**src/rtl/fifo_sync_pkg.sv**
```systemverilog
// Shared types and sizing helpers for the FIFO read-side arbitration logic.
package fifo_sync_pkg;

    typedef enum logic [0:0] {
        ARB_IDLE  = 1'b0,
        ARB_BURST = 1'b1
    } arb_state_t;

    localparam int unsigned DEF_NUM_REQUESTERS = 4;
    localparam int unsigned DEF_DATA_WIDTH     = 8;
    localparam int unsigned DEF_MAX_BURST      = 4;

    // Beat counter must hold 0..max_burst inclusive.
    function automatic int unsigned beat_cnt_width(input int unsigned max_burst);
        return $clog2(max_burst + 1);
    endfunction

endpackage

```
**src/rtl/rr_priority_picker.sv**
```systemverilog
// Round-robin picker: first requester strictly after the last owner, wrapping N-1 -> 0.
module rr_priority_picker #(
    parameter  int unsigned NUM_REQUESTERS = 4,
    localparam int unsigned IDX_W          = $clog2(NUM_REQUESTERS)
) (
    input  logic [NUM_REQUESTERS-1:0] req,
    input  logic [IDX_W-1:0]          last,
    output logic [NUM_REQUESTERS-1:0] pick,
    output logic                      valid
);

    logic [IDX_W-1:0] idx;

    always_comb begin
        pick  = '0;
        valid = 1'b0;
        idx   = '0;
        for (int unsigned i = 1; i <= NUM_REQUESTERS; i++) begin
            idx = IDX_W'((32'(last) + i) % NUM_REQUESTERS);
            if (!valid && req[idx]) begin
                pick[idx] = 1'b1;
                valid     = 1'b1;
            end
        end
    end

endmodule

```
**src/rtl/fifo_read_arbiter.sv**
```systemverilog
// Shares the FIFO read port among consumers in round-robin bursts, with a
// one-entry registered output stage using a valid/ready handshake.
module fifo_read_arbiter
    import fifo_sync_pkg::*;
#(
    parameter int unsigned NUM_REQUESTERS = DEF_NUM_REQUESTERS,
    parameter int unsigned DATA_WIDTH     = DEF_DATA_WIDTH,
    parameter int unsigned MAX_BURST      = DEF_MAX_BURST
) (
    input  logic                      read_clk,
    input  logic                      read_reset,
    input  logic                      fifo_empty,
    input  logic [DATA_WIDTH-1:0]     fifo_read_data,
    output logic                      read_enable,
    input  logic [NUM_REQUESTERS-1:0] consumer_req,
    input  logic [NUM_REQUESTERS-1:0] consumer_ready,
    output logic [NUM_REQUESTERS-1:0] grant,
    output logic                      out_valid,
    output logic [DATA_WIDTH-1:0]     out_data
);

    localparam int unsigned       IDX_W    = $clog2(NUM_REQUESTERS);
    localparam int unsigned       BEAT_W   = beat_cnt_width(MAX_BURST);
    localparam logic [BEAT_W-1:0] BEAT_MAX = BEAT_W'(MAX_BURST);

    arb_state_t                state;
    logic [IDX_W-1:0]          rr_ptr;
    logic [IDX_W-1:0]          owner;
    logic [BEAT_W-1:0]         beats;
    logic [NUM_REQUESTERS-1:0] pick;
    logic                      pick_valid;
    logic [IDX_W-1:0]          pick_idx;
    logic                      take;
    logic                      stage_free;
    logic                      end_burst;

    rr_priority_picker #(
        .NUM_REQUESTERS(NUM_REQUESTERS)
    ) u_picker (
        .req  (consumer_req),
        .last (rr_ptr),
        .pick (pick),
        .valid(pick_valid)
    );

    // Binary index of the one-hot pick, remembered as the burst owner.
    always_comb begin
        pick_idx = '0;
        for (int unsigned i = 0; i < NUM_REQUESTERS; i++) begin
            if (pick[i]) pick_idx = IDX_W'(i);
        end
    end

    assign take       = out_valid && |(grant & consumer_ready);
    assign stage_free = !out_valid || take;

    assign read_enable = (state == ARB_BURST) && !fifo_empty && (beats < BEAT_MAX)
                         && consumer_req[owner] && stage_free;

    // A pending word always reaches its owner before the burst may close.
    assign end_burst = (state == ARB_BURST) && stage_free && !read_enable
                       && ((beats == BEAT_MAX) || !consumer_req[owner] || fifo_empty);

    always_ff @(posedge read_clk or posedge read_reset) begin
        if (read_reset) begin
            state     <= ARB_IDLE;
            grant     <= '0;
            out_valid <= 1'b0;
            out_data  <= '0;
            beats     <= '0;
            owner     <= '0;
            rr_ptr    <= IDX_W'(NUM_REQUESTERS - 1);
        end else begin
            if (read_enable) begin
                out_data  <= fifo_read_data;
                out_valid <= 1'b1;
                beats     <= beats + 1'b1;
            end else if (take) begin
                out_valid <= 1'b0;
            end

            case (state)
                ARB_IDLE: begin
                    if (pick_valid && !fifo_empty) begin
                        state <= ARB_BURST;
                        grant <= pick;
                        owner <= pick_idx;
                        beats <= '0;
                    end
                end
                ARB_BURST: begin
                    if (end_burst) begin
                        state  <= ARB_IDLE;
                        grant  <= '0;
                        rr_ptr <= owner;
                    end
                end
                default: state <= ARB_IDLE;
            endcase
        end
    end

endmodule

```
**config.mk**
```make
export PLATFORM = sky130hd
export DESIGN_NAME = fifo_read_arbiter
export DESIGN_NICKNAME = d
export VERILOG_FILES = /design/src/rtl/fifo_sync_pkg.sv /design/src/rtl/rr_priority_picker.sv /design/src/rtl/fifo_read_arbiter.sv
export SDC_FILE = /design/constraint.sdc
export NUM_CORES = 1
export LEC_CHECK = 0
export CAP_MARGIN = 25
export CORE_UTILIZATION = 30
export DETAILED_ROUTE_END_ITERATION = 10
export PLACE_DENSITY = 0.59
export SYNTH_ARGS = -nofsm -noshare
export SYNTH_HDL_FRONTEND = slang
export SYNTH_SLANG_ARGS = --single-unit
```
**constraint.sdc**
```tcl
create_clock -name read_clk -period 4.2 [get_ports read_clk]
set_input_delay 0.42 -clock read_clk [delete_from_list [all_inputs] [get_ports read_clk]]
set_output_delay 0.42 -clock read_clk [all_outputs]
set_load 0.005 [all_outputs]
```
Word level (Yosys, flattened, before mapping) --
Index checks and enable logic that the tools add are counted.
Word-level totals: register bits after elaboration 21, word-level logic and storage cells 101, input port bits 19, output and inout bits 14
Cells by class: add/sub/neg operators 5, $lt $le $gt $ge 10, muxes and demuxes 40, equality and inequality tests 3, reductions and logical operators 31, bitwise operators 5
Operator list (count):
- two-way mux 4 bit | 6
- two-way mux 1 bit | 18
- logical AND 1 bit | 16
- less-than comparator 2 x 3 -> 1 bit, second input constant | 5
- bitwise OR 4 bit | 3
- binary-select mux 1 bit (select 2 bit) | 5
- two-way mux 3 bit | 3
- demux 1 bit (select 2 bit) | 4
- >= comparator 2 x 1 -> 1 bit, second input constant | 4
- one-hot mux 4 bit (2 select lines) | 1
- logical NOT 1 bit | 7
- AND reduction 2 bit | 3
- adder 2 x 1 -> 2 bit, second input constant | 2
- adder 2 bit, second input constant | 2
- bitwise AND 4 bit | 1
- two-way mux 2 bit | 2
- OR reduction 4 bit | 1
- adder 3 x 1 -> 3 bit, second input constant | 1
- == test 3 bit, second input constant | 1
- logical OR 1 bit | 3
- less-than comparator 3 bit, second input constant | 1
- inequality test 2 x 1 -> 1 bit, second input constant | 1
- inequality test 2 bit, second input constant | 1
- one-hot mux 1 bit (2 select lines) | 1
- other kinds (2) | 2

Longest topological paths before layout --
Gate-level depths: netlist of the first run.
word-level depth 16, mapped depth 10, depth with buffers taken out 7

Modules after synthesis --
A second synthesis of the first run with hierarchy kept.
Second synthesis, totals: cells, all modules 128, area, all modules 1398.8 sq um
By module, submodules not included:
- fifo_read_arbiter | cells each 80, area each 983.4 sq um, seq. area each 528.0 sq um, instances 1
- rr_priority_picker | cells each 48, area each 415.4 sq um, seq. area each 0.0 sq um, instances 1

Least setup slack after synthesis of the first run --
Ideal clock, no wire load.
kind register to register, start register rr_ptr[0], end register grant[2], required time 4.049 ns, setup slack 1.555 ns, arrival 2.494 ns, setup time 0.151 ns, clock period less this slack 2.645 ns, path buffers 3, cell stages (with the launch flop) 11, path through dfstp_2 -> buf_6 -> buf_2 -> inv_1 -> ha_1 -> buf_2 -> mux4_2 -> nand2_1 -> o21ai_1 -> a221oi_1 -> o22ai_1
Between the ends: word-level cells in the longest chain between the ends 16, elaborated cells on any way between the ends 54, those cells by class add/sub (4); order compare (8); eq/ne (1); mux (26); bitwise (3); reduce/logical (12)
Ends and longest elaborated chain:
- start, declared | line fifo_read_arbiter.sv:27 | logic [IDX_W-1:0] rr_ptr;
- start signal, assigned | line fifo_read_arbiter.sv:72 | rr_ptr <= IDX_W'(NUM_REQUESTERS - 1);
- start signal, assigned | line fifo_read_arbiter.sv:95 | rr_ptr <= owner;
- parallel branches: the longest is 16 deep, another holds less-than comparator 2 x 3 -> 1 bit
- end signal, assigned | line fifo_read_arbiter.sv:86 | grant <= pick;
- end, declared | line fifo_read_arbiter.sv:17 | output logic [NUM_REQUESTERS-1:0] grant,
Several ways; the timed one is not identified. The select of a mux whose other input is x is not followed. A chain may end at the register's enable or synchronous reset.

Worst setup path after layout of the first run --
start input port consumer_req[3], end output port read_enable
Between the ends: word-level cells in the longest chain between the ends 4
Ends and longest elaborated chain:
- start, declared | line fifo_read_arbiter.sv:15 | input logic [NUM_REQUESTERS-1:0] consumer_req,
- binary-select mux 1 bit (select 2 bit) | line fifo_read_arbiter.sv:58 | && consumer_req[owner] && stage_free;
- two-way mux 1 bit (implied by the code) | line fifo_read_arbiter.sv:58
- logical AND 1 bit (2 in series) | line fifo_read_arbiter.sv:58
- end, declared | line fifo_read_arbiter.sv:14 | output logic read_enable,
No other way between the ends. The select of a mux whose other input is x is not followed.

==> run summary, run 1 <==
gr ovfl total - 0
P_int - 0.7649 mW
CTS Sinks - 21
worst slew pin tran - 0.8947 ns
core area - 4504 sq um
CP endpoint kind - output pin
Die Width - 71.47 um
Starting Density - 32.14%
Worst Setup SP - consumer_req[3]
final setup vio count - 0
sum of negative setup slack - 0 ns
Worst Reg2Reg Path Length in Cells - 7
Mapped Cells - 138
flops & latches, synth - 21
number of flops mapped to enable cells by yosys - 0
most used cell, CP - clkdlybuf4s50_1
Worst-Skew Late Latency - 0.25 ns
Slew headroom - 39.89%
crit start category - input port
Hold Path Class - reg2reg
antenna-violating nets left - 0
vias in the first global route - 1172
reg2reg start - rr_ptr[0]$_DFFE_PP1P_
detailed-route DRC error count - 0
num ports - 33
CP Class - in2out
register area share after synthesis - 36.47%
RSZ-0062 raised after global routing - no
Worst IR Drop VDD - 182.2 uV
Reg power frac - 31.8%
gpl congestion - 0.8555
height of the chip - 71.47 um
syn_nets - 167
die area - 5107 sq um
clock buffer depth - 2
post-placement cell area - 1775 sq um
Nets - 196
Fillers - 431
hold-critical path depth - 1
slowest cell delay on critical path - 0.72 ns
max cap viols - 0
kind of cell adding the most delay to the critical path - buffers and inverters
Stages on worst setup path - 6
CP required - 3.78 ns
Starting DRT DRC Count - 87
Comb power frac - 57.8%
Crit path buffers/inverters - 3
number of iterations in the first detailed-routing pass - 4
Synth Cell Area - 1448 sq um
Port Buffers - 32
post-detail-place hpwl - 2.608 mm
CP max stage cell - clkdlybuf4s50_1
Tcrit/Tclk final - 68.50%
GRT Resource Usage Total - 14.14%
worst-path maximum fanout - 13
Multi-input gate area - 824.5 sq um
end-of-flow core utilization - 40.42%
H-tree Lvls - 1
Fmax - 347.6 MHz
hold_sp - out_data[5]$_DFFE_PP0P_
pwr/cell area - 694.2 nW/um^2
minimum clock period - 2.877 ns
switch share - 39.48%
Vias/cell - 5.454
clock network power share - 10.3%
TritonCTS clock tree - built
antenna violations before repair - 0
Most used DFF post-synth - dfrtp_1
Hold Vio Cnt, Final - 0
routed len/inst - 16.20 um
CTS buffer count - 3
Arrival @ worst endpoint - 2.46 ns
Hold Slack - 0.5083 ns
clock skew - 0.002806 ns
# rows - 24
Yosys warning total - 0
clock root buffer - clkbuf_8
clk slew on worst S/H paths - 0.07 ns
status - finished, final reports clean
syn avg cell area - 10.49 sq um
layout cells sized above 1 - 12.65%
Max Slew Vio Count - 0
Leak - 0.7673 nW
design area - 1821 sq um
Switching Power - 0.4989 mW
drt total wl - 3.531 mm
FF+latch area - 528.0 sq um
Post-CTS Hold Buffers - 0
largest net degree at the start of global routing - 22
n_diodes - 0
Setup Fix Bufs, Post-CTS - 0
first-pass GRT wire length - 5.796 mm
cell chain of the critical path - clkdlybuf4s50_1 > mux4_1 > nand2_1 > nor3_1 > buf_4 > clkdlybuf4s50_1
Vias - 1189
CTS resizes - 0
Area growth, synth to finish - 25.76%
ys async rst share - 100.0%
count of cell types in the netlist - 43
-- state kept, by name, indices dropped and copies added (netlist names) --
signal	cells
out_valid	1
rr_ptr	2
grant	4
out_data	8
state	1
owner	2
beats	3
-- final cells by class --
cell class / count / share of cell area (%)
multi-input cells: 100 / 45.29
flip-flops and latches: 21 / 29.00
repair buffers: 33 / 18.01
well taps: 52 / 3.574
clock buffers: 4 / 2.474
inverters: 8 / 1.649
-- power by group through the flow --
stage / Combinational, mW / Sequential [mW] / Clock [mW]
floorplan: 0.510 / 0.372 / 0
global placement: 0.710 / 0.400 / 0
detailed placement: 0.723 / 0.407 / 0
CTS: 0.731 / 0.404 / 0.135
global route: 0.793 / 0.422 / 0.140
finish: 0.731 / 0.402 / 0.130
-- path summary, 6_finish.rpt --
path	end	slack [ns]
max	read_enable	1.32
min	out_data[5]$_DFFE_PP0P_	0.51
max reg2reg	grant[2]$_DFFE_PP0P_	1.33
min reg2reg	out_data[5]$_DFFE_PP0P_	0.51
max in group asynchronous	beats[2]$_DFF_PP0_	3.07
min in group asynchronous	out_data[6]$_DFFE_PP0P_	0.62
-- per-stage QoR --
step,total power [mW],setup slack [ns],std cells
after floorplan,0.8819,1.555,138
after detailed placement,1.130,1.317,214
after global placement,1.111,1.360,214
after CTS,1.270,1.313,218
final,1.264,1.323,218
after global routing,1.355,1.146,218
-- cell usage in the layout, fill, tap and decap left out, types with 2 or more instances in the layout --
master	netlist	routed
o21ai_0	5	5
a221o_1	2	2
nor3b_1	2	2
inv_1	8	8
dfrtp_1	19	19
a2111o_1	2	2
a21oi_1	5	5
clkbuf_8	0	3
o21ai_1	2	2
dfstp_2	2	2
nand2_1	13	13
ha_1	10	10
mux2_2	10	10
a21o_1	2	2
o22ai_1	5	5
nor2_1	6	6
nand2b_1	3	3
clkdlybuf4s50_1	0	32
nor3_1	4	4
mux2i_1	6	6
mux4_2	3	3
-- routing by layer --
layer  vias to the layer above  share of wire, %  track usage, %
li1                        557                 -               -
met1                       593                44           19.66
met2                        35                50           24.34
met3                         4               4.6           1.266
met4                         0              0.96           2.614
met5                         -                 0               0
-- cells in the mapped netlist (2+ instances only) --
master | count | area share (%)
a21o_1 | 2 | 1.0
a21oi_1 | 5 | 1.7
o21ai_0 | 5 | 1.7
a221o_1 | 2 | 1.4
nor3_1 | 4 | 1.4
o21ai_1 | 2 | 0.69
nand2b_1 | 3 | 1.3
ha_1 | 10 | 8.6
o22ai_1 | 5 | 2.2
nand2_1 | 13 | 3.4
buf_2 | 4 | 1.4
buf_6 | 3 | 2.3
dfrtp_1 | 19 | 33
mux2_2 | 10 | 7.8
nor3b_1 | 2 | 1.0
nor2_1 | 6 | 1.6
dfstp_2 | 2 | 3.6
inv_1 | 8 | 2.1
mux4_2 | 3 | 4.7
a2111o_1 | 2 | 1.6
mux2i_1 | 6 | 4.1
-- worst register-to-register path, stage by stage (launching register included) --
cell      delay, ns
dfstp_2        0.76
inv_1          0.19
ha_1           0.50
mux4_2         0.56
nand2_1        0.09
o21ai_1        0.07
a221oi_1       0.38
o22ai_1        0.16
-- cell families after synthesis --
family | count (synthesis) | share of synthesized area [%]
XOR/XNOR | 1 | 0.6051
adder cells (fa/ha/maj) | 10 | 8.643
multiplexers | 20 | 18.41
AND/OR/NAND/NOR | 36 | 12.62
flip-flops | 21 | 36.47
buffers and inverters | 17 | 6.569
AO/OA/AOI/OAI | 33 | 16.68
(Power assumes the default switching activity.)
==> run 2: changes to the inputs <==
clock period = 2.8 ns   (was 4.2 ns; I/O delays follow)
==> run 2 against run 1 <==
Compared with the run above:
- worst setup slack worse by 1.1 ns
- sequential share of layout area down 0.26 points
- clock power up 55%
- hold slack worse by 0.034 ns
- critical endpoint is now owner[1]$_DFFE_PP0P_
- largest power group unchanged
- highest routed layer is now met3
==> run summary, run 2 (synthesis results as in run 1) <==
status - finished, final reports clean
largest net degree at the start of global routing - 22 (unchanged)
CP Class - reg2reg
CTS resizes - 0 (unchanged)
Tcrit/Tclk final - 93.64%
final worst slack - 0.1781 ns (-1.145 ns)
Slew headroom - 36.72% (-3.2 points)
most common cell after layout, fill and taps aside - clkdlybuf4s50_1
gr ovfl total - 0 (unchanged)
vias in the first global route - 1225 (+4.5%)
Multi-input gate area - 824.5 sq um (unchanged)
height of the chip - 71.47 um (unchanged)
Max Slew Vio Count - 0 (unchanged)
GRT Resource Usage Total - 14.45% (+0.31 points)
crit start category - flop
antenna violations before repair - 0 (unchanged)
Port Buffers - 32 (unchanged)
drt total wl - 3.532 mm (about the same)
Die Width - 71.47 um (unchanged)
routed len/inst - 16.05 um (-0.88%)
Arrival @ worst endpoint - 2.75 ns (+0.29 ns)
sum of negative setup slack - 0 ns (unchanged)
CTS Sinks - 21 (unchanged)
RSZ-0062 raised after global routing - no
Hold Vio Cnt, Final - 0 (unchanged)
Post-CTS Hold Buffers - 0 (unchanged)
post-detail-place hpwl - 2.618 mm (+0.38%)
antenna-violating nets left - 0 (unchanged)
clock root buffer - clkbuf_8
Switching Power - 0.7447 mW (+49%)
TritonCTS clock tree - built
CP endpoint kind - flop
switch share - 39.07% (-0.40 points)
gpl congestion - 0.9008 (+5.3%)
P_int - 1.161 mW (+52%)
Finished Layout Cells - 220 (+0.92%)
Fmax - 381.4 MHz
Setup Fix Bufs, Post-CTS - 0 (unchanged)
Largest Register - out_data
Starting DRT DRC Count - 67 (-23%)
clock network power share - 10.6% (+0.3 points)
CTS buffer count - 3 (unchanged)
Starting Density - 32.14% (unchanged)
die area - 5107 sq um (unchanged)
CP required - 2.93 ns (-0.85 ns)
FF-to-FF setup slack - 0.18 ns (-1.15 ns)
Vias/cell - 5.191 (-4.8%)
Worst Reg2Reg Path Length in Cells - 7 (unchanged)
worst-path maximum fanout - 12 (-1)
max FFs per register - 8 (unchanged)
num ports - 33 (unchanged)
H-tree Lvls - 1 (unchanged)
RR Endpoint - owner[1]$_DFFE_PP0P_
# rows - 24 (unchanged)
Place WS - 0.2045 ns (-1.112 ns)
clk slew on worst S/H paths - 0.08 ns (about the same)
Comb power frac - 60.0% (+2.2 points)
first-pass GRT wire length - 5.858 mm (+1.1%)
Vias - 1142 (-4.0%)
worst slew pin tran - 0.9419 ns (+0.04719 ns)
commonest cells after routing, fill and taps aside - clkdlybuf4s50_1, dfrtp_1, nand2_1
Area growth, synth to finish - 26.88%
clock buffer depth - 2 (unchanged)
Nets - 198 (+1.0%)
detailed-route DRC error count - 0 (unchanged)
final setup vio count - 0 (unchanged)
core area - 4504 sq um (unchanged)
max cap viols - 0 (unchanged)
clock skew - 0.006701 ns (+0.003895 ns)
layout cells sized above 1 - 14.29% (+1.6 points)
Reg power frac - 29.4% (-2.4 points)
Hold Path Class - in2async
Hold Slack - 0.4739 ns (-0.03437 ns)
minimum clock period - 2.622 ns
n_diodes - 0 (unchanged)
Post-Place Cells - 216 (+0.93%)
pwr/cell area - 1038 nW/um^2 (+49%)
Fillers - 446 (+3.5%)
Largest regs - out_data: 8 flops, grant: 4 flops, beats: 3 flops
Worst IR Drop VDD - 285.5 uV (+57%)
Worst-Skew Late Latency - 0.26 ns (about the same)
number of iterations in the first detailed-routing pass - 5 (+1)
reg2reg start - rr_ptr[1]$_DFFE_PP1P_
FF+latch area - 528.0 sq um (unchanged)
Leak - 0.7800 nW (+1.7%)
-- run 2: cell count changes in the layout (fill, tap and decap cells not counted), sizes merged --
cell    delta
clkbuf     -1
clkinv     +1
buf        +2
-- run 2: how the worst max path moves through the flow --
stage          slack (ns)                   end                  start
2_1_floorplan        0.15  grant[2]$_DFFE_PP0P_  rr_ptr[0]$_DFFE_PP1P_
3_3_place_gp         0.19  grant[2]$_DFFE_PP0P_  rr_ptr[1]$_DFFE_PP1P_
3_5_place_dp         0.20  grant[2]$_DFFE_PP0P_  rr_ptr[1]$_DFFE_PP1P_
4_1_cts              0.19  grant[2]$_DFFE_PP0P_  rr_ptr[1]$_DFFE_PP1P_
5_1_grt             0.005  owner[0]$_DFFE_PP0P_  rr_ptr[1]$_DFFE_PP1P_
6_report             0.18  owner[1]$_DFFE_PP0P_  rr_ptr[1]$_DFFE_PP1P_
-- run 2: power groups by stage --
stage                     combinational (mW)  sequential [mW]  clock [mW]
after global placement                  1.14            0.556           0
final                                   1.14            0.561       0.202
after CTS                               1.15            0.560       0.209
after detailed placement                1.14            0.567           0
after floorplan                        0.765            0.558           0
after global routing                    1.26            0.577       0.221
-- run 2: metrics by stage --
stage / util [%] / cell area [sq um] / power, mW
2_1_floorplan: - / 1448 / 1.323
3_3_place_gp: 39.75 / 1790 / 1.692
3_5_place_dp: 39.75 / 1790 / 1.706
4_1_cts: 40.78 / 1837 / 1.921
5_1_grt: 40.78 / 1837 / 2.058
6_report: 40.78 / 1837 / 1.906
-- run 2: metal layers --
| metal | global-route usage, % | vias to the layer above | routed length [um] |
|---|---|---|---|
| met5 | 0 | - | 0 |
| met4 | 3.050 | 0 | 0 |
| met3 | 1.688 | 0 | 57 |
| met2 | 25.19 | 14 | 1829 |
| met1 | 19.41 | 559 | 1645 |
| li1 | - | 569 | - |
-- run 2: layout make-up --
cell class                 count  area share, %
tap                           52          3.542
multi-input combinational    100          44.89
sequential                    21          28.75
clock buffer                   3          2.248
inverter                       8          1.635
clock inverter                 1         0.2725
timing repair buffer          35          18.66
-- run 2: worst max-delay path, stage by stage (launching register included) --
cell,delay (ns)
dfstp_2,0.65
inv_1,0.15
ha_1,0.48
mux2i_1,0.27
o22ai_1,0.13
a2111o_1,0.43
a211oi_2,0.28
a21oi_1,0.11
